==> src/rtl/trade_z_pkg.sv <==
// rtl/trade_z_pkg.sv - shared FSM state type and width helpers for the z-score trade engine
package trade_z_pkg;

    // Engine sequencing: one sample walks IDLE -> VAR -> SQRT -> DIV -> CMP -> OUT
    typedef enum logic [2:0] {
        ST_IDLE,
        ST_VAR,
        ST_SQRT,
        ST_DIV,
        ST_CMP,
        ST_OUT
    } state_t;

    // Channel id width; a single-channel build still carries a 1-bit id
    function automatic int ch_w(input int num_ch);
        return (num_ch > 1) ? $clog2(num_ch) : 1;
    endfunction

    // Bits needed for a counter spanning 0..max_val (at least 1 bit)
    function automatic int cnt_w(input int max_val);
        return (max_val > 0) ? $clog2(max_val + 1) : 1;
    endfunction

endpackage

==> src/rtl/trade_z_engine_isqrt_seq.sv <==
// rtl/trade_z_engine_isqrt_seq.sv - bit-serial integer square root, one root bit per cycle
module isqrt_seq
    import trade_z_pkg::*;
#(
    parameter int DATA_W = 16
) (
    input  logic                  clk,
    input  logic                  rst,
    input  logic                  start,
    input  logic [2*DATA_W-1:0]   radicand,
    output logic                  busy,
    output logic                  done,
    output logic [DATA_W-1:0]     root
);

    localparam int CW = cnt_w(DATA_W - 1);

    logic [2*DATA_W-1:0] rad_sh;
    logic [DATA_W:0]     rem;
    logic [CW-1:0]       cnt;
    logic [DATA_W+2:0]   rem_shift;
    logic [DATA_W+2:0]   trial;
    logic                take;
    logic [DATA_W:0]     rem_sub;

    // One iteration: bring down the next radicand bit pair and try root*4+1
    always_comb begin
        rem_shift = {rem, rad_sh[2*DATA_W-1 -: 2]};
        trial     = {1'b0, root, 2'b01};
        take      = (rem_shift >= trial);
        rem_sub   = rem_shift[DATA_W:0] - trial[DATA_W:0];
        done      = busy && (cnt == CW'(DATA_W - 1));
    end

    // Load on start, then iterate exactly DATA_W times; root holds after the last step
    always_ff @(posedge clk) begin
        if (rst) begin
            rad_sh <= '0;
            rem    <= '0;
            root   <= '0;
            cnt    <= '0;
            busy   <= 1'b0;
        end else if (start && !busy) begin
            rad_sh <= radicand;
            rem    <= '0;
            root   <= '0;
            cnt    <= '0;
            busy   <= 1'b1;
        end else if (busy) begin
            rad_sh <= rad_sh << 2;
            if (take) begin
                rem  <= rem_sub;
                root <= {root[DATA_W-2:0], 1'b1};
            end else begin
                rem  <= rem_shift[DATA_W:0];
                root <= {root[DATA_W-2:0], 1'b0};
            end
            cnt <= cnt + 1'b1;
            if (done) begin
                busy <= 1'b0;
            end
        end
    end

endmodule

==> src/rtl/trade_z_engine.sv <==
// rtl/trade_z_engine.sv - sequential multi-channel z-score buy/sell signal engine with cooldown
module trade_z_engine
    import trade_z_pkg::*;
#(
    parameter int DATA_W   = 16,
    parameter int FRAC_W   = 6,
    parameter int NUM_CH   = 4,
    parameter int Z_THRESH = 128,
    parameter int COOLDOWN = 0
) (
    input  logic                        clk,
    input  logic                        rst,
    input  logic                        in_valid,
    output logic                        in_ready,
    input  logic [ch_w(NUM_CH)-1:0]     in_ch,
    input  logic [DATA_W-1:0]           in_price,
    input  logic [DATA_W-1:0]           in_mean,
    input  logic [2*DATA_W-1:0]         in_sqr_mean,
    output logic                        out_valid,
    input  logic                        out_ready,
    output logic [ch_w(NUM_CH)-1:0]     out_ch,
    output logic                        out_buy,
    output logic                        out_sell,
    output logic [2*DATA_W-1:0]         out_z,
    output logic                        out_zero_std
);

    localparam int CH_W = ch_w(NUM_CH);
    localparam int CD_W = cnt_w(COOLDOWN);
    localparam int IT_W = cnt_w(2*DATA_W - 1);
    localparam int ZW   = 2*DATA_W;

    state_t state, next_state;

    logic [CH_W-1:0]   ch_r;
    logic [DATA_W-1:0] price_r;
    logic [DATA_W-1:0] mean_r;
    logic [ZW-1:0]     sqr_r;
    logic [IT_W-1:0]   it_cnt;
    logic [ZW-1:0]     div_q;
    logic [DATA_W-1:0] div_r;
    logic [CD_W-1:0]   cd [NUM_CH];

    logic [ZW-1:0]     mean_sq;
    logic [ZW-1:0]     variance;
    logic [DATA_W-1:0] delta;
    logic [ZW-1:0]     dividend;
    logic              sqrt_start;
    logic              sqrt_busy;
    logic              sqrt_done;
    logic [DATA_W-1:0] stddev;
    logic [DATA_W:0]   div_trial;
    logic              div_take;
    logic [DATA_W-1:0] div_sub;
    logic              std_zero;
    logic [ZW-1:0]     z_val;
    logic              hit;
    logic              buy_raw;
    logic              sell_raw;
    logic              cd_active;

    // Variance (clamped at 0), |price-mean| and the fixed-point dividend
    always_comb begin
        mean_sq    = {{DATA_W{1'b0}}, mean_r} * {{DATA_W{1'b0}}, mean_r};
        variance   = (sqr_r >= mean_sq) ? (sqr_r - mean_sq) : '0;
        delta      = (price_r >= mean_r) ? (price_r - mean_r) : (mean_r - price_r);
        dividend   = {{DATA_W{1'b0}}, delta} << FRAC_W;
        sqrt_start = (state == ST_VAR) && !sqrt_busy;
    end

    isqrt_seq #(
        .DATA_W (DATA_W)
    ) u_isqrt (
        .clk      (clk),
        .rst      (rst),
        .start    (sqrt_start),
        .radicand (variance),
        .busy     (sqrt_busy),
        .done     (sqrt_done),
        .root     (stddev)
    );

    // Restoring divider step plus the threshold / direction / cooldown decision
    always_comb begin
        div_trial = {div_r, div_q[ZW-1]};
        div_take  = (div_trial >= {1'b0, stddev});
        div_sub   = div_trial[DATA_W-1:0] - stddev;
        std_zero  = (stddev == '0);
        z_val     = std_zero ? '0 : div_q;
        hit       = (z_val > ZW'(Z_THRESH));
        buy_raw   = hit && (price_r < mean_r);
        sell_raw  = hit && (price_r > mean_r);
        cd_active = (cd[ch_r] != '0);
    end

    // FSM state register
    always_ff @(posedge clk) begin
        if (rst) begin
            state <= ST_IDLE;
        end else begin
            state <= next_state;
        end
    end

    // FSM next-state and input handshake
    always_comb begin
        next_state = state;
        in_ready   = (state == ST_IDLE) && !rst;
        case (state)
            ST_IDLE: if (in_valid)  next_state = ST_VAR;
            ST_VAR:                 next_state = ST_SQRT;
            ST_SQRT: if (sqrt_done) next_state = ST_DIV;
            ST_DIV:  if (it_cnt == IT_W'(ZW - 1)) next_state = ST_CMP;
            ST_CMP:                 next_state = ST_OUT;
            ST_OUT:  if (out_ready) next_state = ST_IDLE;
            default:                next_state = ST_IDLE;
        endcase
    end

    // Sample capture, divider iterations, result registers and per-channel cooldown
    always_ff @(posedge clk) begin
        if (rst) begin
            ch_r         <= '0;
            price_r      <= '0;
            mean_r       <= '0;
            sqr_r        <= '0;
            it_cnt       <= '0;
            div_q        <= '0;
            div_r        <= '0;
            out_valid    <= 1'b0;
            out_ch       <= '0;
            out_buy      <= 1'b0;
            out_sell     <= 1'b0;
            out_z        <= '0;
            out_zero_std <= 1'b0;
            for (int i = 0; i < NUM_CH; i++) begin
                cd[i] <= '0;
            end
        end else begin
            case (state)
                ST_IDLE: begin
                    if (in_valid) begin
                        ch_r    <= in_ch;
                        price_r <= in_price;
                        mean_r  <= in_mean;
                        sqr_r   <= in_sqr_mean;
                    end
                end
                ST_VAR: begin
                    div_q  <= dividend;
                    div_r  <= '0;
                    it_cnt <= '0;
                end
                ST_DIV: begin
                    if (div_take) begin
                        div_r <= div_sub;
                        div_q <= {div_q[ZW-2:0], 1'b1};
                    end else begin
                        div_r <= div_trial[DATA_W-1:0];
                        div_q <= {div_q[ZW-2:0], 1'b0};
                    end
                    it_cnt <= it_cnt + 1'b1;
                end
                ST_CMP: begin
                    out_valid    <= 1'b1;
                    out_ch       <= ch_r;
                    out_z        <= z_val;
                    out_zero_std <= std_zero;
                    if (cd_active) begin
                        out_buy   <= 1'b0;
                        out_sell  <= 1'b0;
                        cd[ch_r]  <= cd[ch_r] - 1'b1;
                    end else begin
                        out_buy  <= buy_raw;
                        out_sell <= sell_raw;
                        if (buy_raw || sell_raw) begin
                            cd[ch_r] <= CD_W'(COOLDOWN);
                        end
                    end
                end
                ST_OUT: begin
                    if (out_ready) begin
                        out_valid <= 1'b0;
                    end
                end
                default: ;
            endcase
        end
    end

endmodule

==> config.mk <==
export PLATFORM = sky130hd
export DESIGN_NAME = trade_z_engine
export DESIGN_NICKNAME = d
export VERILOG_FILES = /design/src/rtl/trade_z_pkg.sv /design/src/rtl/trade_z_engine_isqrt_seq.sv /design/src/rtl/trade_z_engine.sv
export SDC_FILE = /design/constraint.sdc
export NUM_CORES = 1
export LEC_CHECK = 0
export ABC_AREA = 1
export ABC_CLOCK_PERIOD_IN_PS = 7400
export CAP_MARGIN = 20
export CORE_MARGIN = 2
export CORE_UTILIZATION = 55
export CTS_CLUSTER_SIZE = 30
export DETAILED_ROUTE_END_ITERATION = 10
export PLACE_DENSITY = 0.77
export REMOVE_ABC_BUFFERS = 1
export SYNTH_ARGS = -nofsm -noshare
export SYNTH_HDL_FRONTEND = slang
export SYNTH_SLANG_ARGS = --single-unit
==> constraint.sdc <==
create_clock -name clk -period 7.4 [get_ports clk]
set_clock_uncertainty 0.2 [all_clocks]
set_input_delay 1.48 -clock clk [delete_from_list [all_inputs] [get_ports clk]]
set_output_delay 1.48 -clock clk [all_outputs]
set_load 0.005 [all_outputs]
### Yosys cells after proc, flatten, opt, wreduce, memory -nomap -nowiden

Memories as Yosys holds them, arrays and structs flattened. A register that Yosys moved wholly into a read port is not among the register bits.
Cells that the tools add are included.

* add/subtract/negate cells: 8
* $mul: 1
* order comparisons: 7
* eq/ne operators: 11
* muxes and demuxes: 41
* bitwise logic cells: 1
* reduce and logical (&&, ||, !) cells: 19

Operators by type and width (count)
* two-way mux 32 bit: 4
* case mux 32 bit (2 select lines): 1
* subtractor 16 bit: 3
* greater-or-equal comparator 32 bit: 1
* > comparator 32 x 8 -> 1 bit (second input constant): 1
* multiplier 16 x 16 -> 32 bit: 1
* two-way mux 16 bit: 2
* case mux 16 bit (2 select lines): 1
* subtractor 32 bit: 1
* two-way mux 1 bit: 22
* greater-or-equal comparator 19 x 18 -> 1 bit: 1
* case mux 3 bit (6 select lines): 1
* greater-or-equal comparator 17 x 16 -> 1 bit: 1
* two-way mux 17 bit: 1
* subtractor 17 bit: 1
* greater-or-equal comparator 16 bit: 1
* > comparator 16 bit: 1
* logical NOT 16 bit: 1
* < comparator 16 bit: 1
* two-way mux 3 bit: 4
* case mux 5 bit (2 select lines): 1
* inequality test 2 bit (second input constant): 4
* == test 3 x 2 -> 1 bit (second input constant): 2
* == test 3 bit (second input constant): 2
* 18 further kinds: 29

* flip-flop bits (word level): 230
* memory bits (writable): 4
* output and inout bits: 39
* word-level logic and storage cells: 108
* memories kept: 1

Memory list
* cd: depth 4, width 1, read ports 1, clocked after Yosys merged registers in 1, write ports 4, RTL line trade_z_engine.sv:42 `logic [CD_W-1:0] cd [NUM_CH];`

### Depth between registers and ports, before layout

* word-level depth: 13
* mapped depth: 41
* mapped depth without buffers: 39

### By module

Synthesis repeated with hierarchy kept, for this count alone.

* cell total of the unflattened synthesis: 3309
* area total of the unflattened synthesis: 22784.4 µm²

By module, submodules not included
* trade_z_engine: times used 1, cells an instance 2636, area each 18566.6 µm², seq. area each 3363.2 µm²
* isqrt_seq: times used 1, cells an instance 673, area each 4217.8 µm², seq. area each 1401.3 µm²

### Least setup slack after synthesis

No wires, ideal clock.

* kind: register -> register
* from: register mean_r[4]
* to: register u_isqrt.rad_sh[4]
* setup time: 122 ps
* arrival time: 6839 ps
* data required time: 7078 ps
* setup slack: 239 ps
* stages on the path, launching flop included: 32
* buffers on the path: 3
* clock period less this slack: 7161 ps
* cell sequence: dfxtp_1 > clkbuf_1 > clkbuf_1 > nand2_1 > fa_1 > inv_1 > fa_1 > fa_1 > fa_1 > fa_1 > inv_1 > fa_1 > inv_1 > ha_1 > a21oi_1 > o21ai_0 > o21bai_1 > a21oi_1 > nor2_1 > nor2_1 > xor2_1 > ha_1 > a21oi_1 > o21a_1 > o21ai_0 > a21oi_1 > nand3_2 > nand2_4 > inv_6 > buf_6 > nand2_1 > a21oi_2

* cells in the longest elaborated chain, start to end: 4
* elaborated cells on any way between the ends: 5
* those cells by class: add/sub (1); mul (1); order compare (1); mux (2)

Ends and longest elaborated chain
* start: declaration: RTL line trade_z_engine.sv:37 `logic [DATA_W-1:0] mean_r;`
* start signal: assignment: RTL line trade_z_engine.sv:145 `mean_r <= in_mean;`
* multiplier 16 x 16 -> 32 bit (*): RTL line trade_z_engine.sv:64 `mean_sq = {{DATA_W{1'b0}}, mean_r} * {{DATA_W{1'b0}}, mean_r};`
* subtractor 32 bit or greater-or-equal comparator 32 bit (tied branches): RTL line trade_z_engine.sv:65 `variance = (sqr_r >= mean_sq) ? (sqr_r - mean_sq) : '0;`
* two-way mux 32 bit (*): RTL line trade_z_engine.sv:65
* two-way mux 32 bit (*): RTL line trade_z_engine_isqrt_seq.sv:43 `end else if (start && !busy) begin`
* end signal: assignment: RTL line trade_z_engine_isqrt_seq.sv:44 `rad_sh <= radicand;`
* end signal: assignment: RTL line trade_z_engine_isqrt_seq.sv:50 `rad_sh <= rad_sh << 2;`
* end: declaration: RTL line trade_z_engine_isqrt_seq.sv:18 `logic [2*DATA_W-1:0] rad_sh;`

Every way passes the cells marked *; elsewhere a longest branch is shown, timed or not.
A chain may end at the register's enable or synchronous reset.

### Worst setup path in the final report

* from: register mean_r[10]
* to: register u_isqrt.rad_sh[0]

* cells in the longest elaborated chain, start to end: 4

Ends and longest elaborated chain (RTL line)
* multiplier 16 x 16 -> 32 bit: trade_z_engine.sv:64
* greater-or-equal comparator 32 bit: trade_z_engine.sv:65
* two-way mux 32 bit: trade_z_engine.sv:65
* two-way mux 32 bit: trade_z_engine_isqrt_seq.sv:43

Every way passes these cells.

==> results.py <==
metrics = {
    "clocking": {
        "cts_tree": "yes",
        "clockRootBuffer": "clkbuf_16",
        "cts.sinks": 236,
        "cts_hold_buf": 0,
        "cts-htree-levels": 1,
        "clk_pin_slew_ns": 0.06,
        "cts_buffers": 27,
        "clk_latency_ns": 0.58,
        "clockBufferDepth": 3,
    },
    "floorplan": {
        "die_x_um": 206,
        "die_area_um2": 42300,
        "die_y_um": 206,
        "fp.coreArea_um2": 39900,
        "initial_core_util_pct": 56.1,
        "fp-row-count": 73,
        "ios": 109,
    },
    "synthesis": {
        "synthMuxAreaShare_pct": 0,
        "yosys.area_share.xor_xnor_pct": 3.83,
        "synth-compound-area-share_pct": 15.9,
        "synth-simple-area-share_pct": 21.6,
        "synth_edf_count": 4,
        "synth_top_family_by_area": "adder cells",
        "synth_ff_type": "dfxtp_1",
        "yosys.area_share.adder_pct": 26.1,
        "ys_types": 53,
        "synth_common_cells": "nand2_1, inv_1, a21oi_1",
        "synthTopCellsByArea": "dfxtp_1, fa_1, nand2_1",
        "ys_seq_area_share_pct": 21.3,
        "synth_top_area_share_pct": 20.7,
        "mappedNetlistArea_um2": 22400,
        "postSynthAreaPerCell_um2": 7.05,
        "synthCells": 3175,
        "yosysMostFrequentCell": "nand2_1",
        "yosysWarnings": 0,
        "yosysTopAreaCell": "dfxtp_1",
        "async_flop_share_pct": 0,
        "ys_ff_latch": 236,
    },
    "setup_path": {
        "r2r_slack_ns": 0.26,
        "reg2reg_from": "mean_r[10]$_SDFFE_PP0P_",
        "path_class": "reg2reg",
        "critPathLaunchType": "register",
        "worst_path_max_delay_cell": "fa_1",
        "r2r_end": "u_isqrt.rad_sh[0]$_SDFFE_PP0P_",
        "crit_required_ns": 7.64,
        "r2r_cells": 32,
        "critPathMaxFanout": 6,
        "max_stage_delay_ns": 0.53,
        "crit_top_cell": "fa_1",
        "cp-end-kind": "register",
        "critPathArrivalTime_ns": 7.38,
    },
    "min_path": {
        "hold_end": "sqr_r[27]$_SDFFE_PP0P_",
        "whs_path_depth": 2,
        "hold_start": "sqr_r[27]$_SDFFE_PP0P_",
        "hold_class": "reg2reg",
    },
    "sta": {
        "max_freq_ghz": 0.140,
        "hold_viol_final": 0,
        "tightest_slew_ns": 1.02,
        "drv_slew": 0,
        "min_period_ns": 7.14,
        "slew-limit-headroom_pct": 31.9,
        "min_period_over_period_pct": 96.5,
        "setup_violations": 0,
    },
    "route": {
        "route.detailed.drc": 0,
        "wl_mm": 62.1,
        "drt_iter0_drc": 1634,
        "num_vias": 21200,
        "dr.pass1.iters": 8,
        "vias_per_cell": 5.46,
        "routedWlPerCell_um": 16.0,
        "drtAntennaViolNets": 0,
    },
    "placed_design": {
        "io_buffers": 108,
        "gp_congestion": 0.945,
        "placed_cell_area_um2": 24600,
        "place_inst": 3816,
        "dp_hpwl_mm": 47.9,
    },
    "finish": {
        "drive_gt1_share_pct": 11.4,
        "syn_to_final_growth_pct": 17.8,
        "stdcell_area_um2": 26400,
        "post_layout_nonfiller_instances": 3886,
        "antenna_cells": 0,
        "nNetsFinal": 3779,
        "fill_cells": 3381,
    },
    "job": {
        "drv_cap": 0,
    },
    "global_route": {
        "grt_max_degree": 97,
        "grt_util_all_layers_pct": 29.4,
        "grt_pass1_wl_mm": 101,
        "grt-ovfl-total": 0,
        "antenna_found_initial": 0,
        "grt_pass1_vias": 20600,
    },
    "status": {
        "status": "completed",
    },
}
-- worst max path at each step --
stage,from,to,slack [ns],cells after the start
global route,mean_r[5]$_SDFFE_PP0P_,u_isqrt.rad_sh[19]$_SDFFE_PP0P_,-0.09,29
floorplan,mean_r[1]$_SDFFE_PP0P_,u_isqrt.rad_sh[4]$_SDFFE_PP0P_,0.38,35
finish,mean_r[10]$_SDFFE_PP0P_,u_isqrt.rad_sh[0]$_SDFFE_PP0P_,0.26,32
global placement,mean_r[1]$_SDFFE_PP0P_,u_isqrt.rad_sh[4]$_SDFFE_PP0P_,-0.09,29
detailed placement,mean_r[1]$_SDFFE_PP0P_,u_isqrt.rad_sh[10]$_SDFFE_PP0P_,-0.17,32
CTS,mean_r[10]$_SDFFE_PP0P_,u_isqrt.rad_sh[10]$_SDFFE_PP0P_,0.002,36
-- cell families after synthesis --
kind of cell               after synthesis
buffers and inverters                  645
DFF                                    236
and+or+nand+nor                       1156
AOI/OAI and AO/OA                      670
adders and majority gates              369
xor gates and xnor gates                98
other                                    1
-- timing repair --
item | CTS | global route
buffers inserted | 0 | 14
endpoints found under the setup margin | 31 | 32
resized for setup | 24 | 167
gates cloned | 1 | 3
pin swaps | 3 | 79
-- per-stage QoR --
stage,setup WS [ns],setup TNS [ns],hold slack (ns),util [%]
2_1_floorplan,0.384,0,0.230,-
3_3_place_gp,-0.0920,-2.10,0.242,61.6
3_5_place_dp,-0.175,-3.76,0.249,61.6
4_1_cts,0.00205,0,0.261,64.1
5_1_grt,-0.0865,-1.77,0.273,66.1
6_report,0.262,0,0.259,66.1
-- per-layer routing --
metal	global-route usage (%)	wire length, µm	vias to the layer above
li1	-	-	10400
met1	38.4	26900	9987
met2	50.6	29700	623
met3	2.64	3200	159
met4	10.5	2400	0
met5	0	0	-
-- placed cells by master (no fill, tap or decap), drive strengths merged, types with 5 or more instances in the layout --
master / netlist / final
clkbuf: 93 / 39
nand3: 137 / 137
nor3: 27 / 27
buf: 34 / 149
clkinv: 2 / 8
a21o: 17 / 17
nand2: 703 / 704
nor4: 6 / 6
o21a: 6 / 6
clkinvlp: 0 / 5
nor2: 236 / 236
a31oi: 8 / 8
dfxtp: 232 / 232
ha: 206 / 206
o21ai: 230 / 230
a21oi: 368 / 368
inv: 516 / 517
o21bai: 19 / 19
clkdlybuf4s50: 0 / 107
nand3b: 26 / 26
xnor2: 37 / 37
xor2: 61 / 61
fa: 163 / 163
or2: 7 / 7
nand4: 12 / 12
-- cell type report --
| cell class | instances | area (µm²) | share of cell area, % |
|---|---|---|---|
| inverter | 518 | 1960 | 7.44 |
| tap | 525 | 657 | 2.49 |
| timing repair inverter | 3 | 33.8 | 0.128 |
| multi-input combinational | 2298 | 15700 | 59.5 |
| clock buffer | 39 | 811 | 3.07 |
| clock inverter | 11 | 136 | 0.517 |
| timing repair buffer | 256 | 2250 | 8.54 |
| sequential | 236 | 4820 | 18.3 |
-- sequential cells by signal (all words and copies together) (netlist names), named ones only --
register	flops
out_zero_std	1
out_buy	1
u_isqrt.root	16
u_isqrt.rad_sh	32
price_r	16
ch_r	2
out_sell	1
mean_r	16
out_valid	1
u_isqrt.busy	1
cd	4
sqr_r	32
u_isqrt.rem	17
out_ch	2
out_z	32
state	3
div_q	32
it_cnt	5
u_isqrt.cnt	4
div_r	16
-- critical path, delay by kind of cell (launching register included) --
kind | cells | cell delay (ns)
xor gates and xnor gates | 1 | 0.22
AOI/OAI and AO/OA | 5 | 0.77
buffers and inverters | 8 | 0.64
and+or+nand+nor | 10 | 1.13
adders and majority gates | 8 | 3.67
DFF | 1 | 0.36
Power is not shown: default switching activity piles up to over one toggle a cycle in this logic, so the estimate is an artifact.
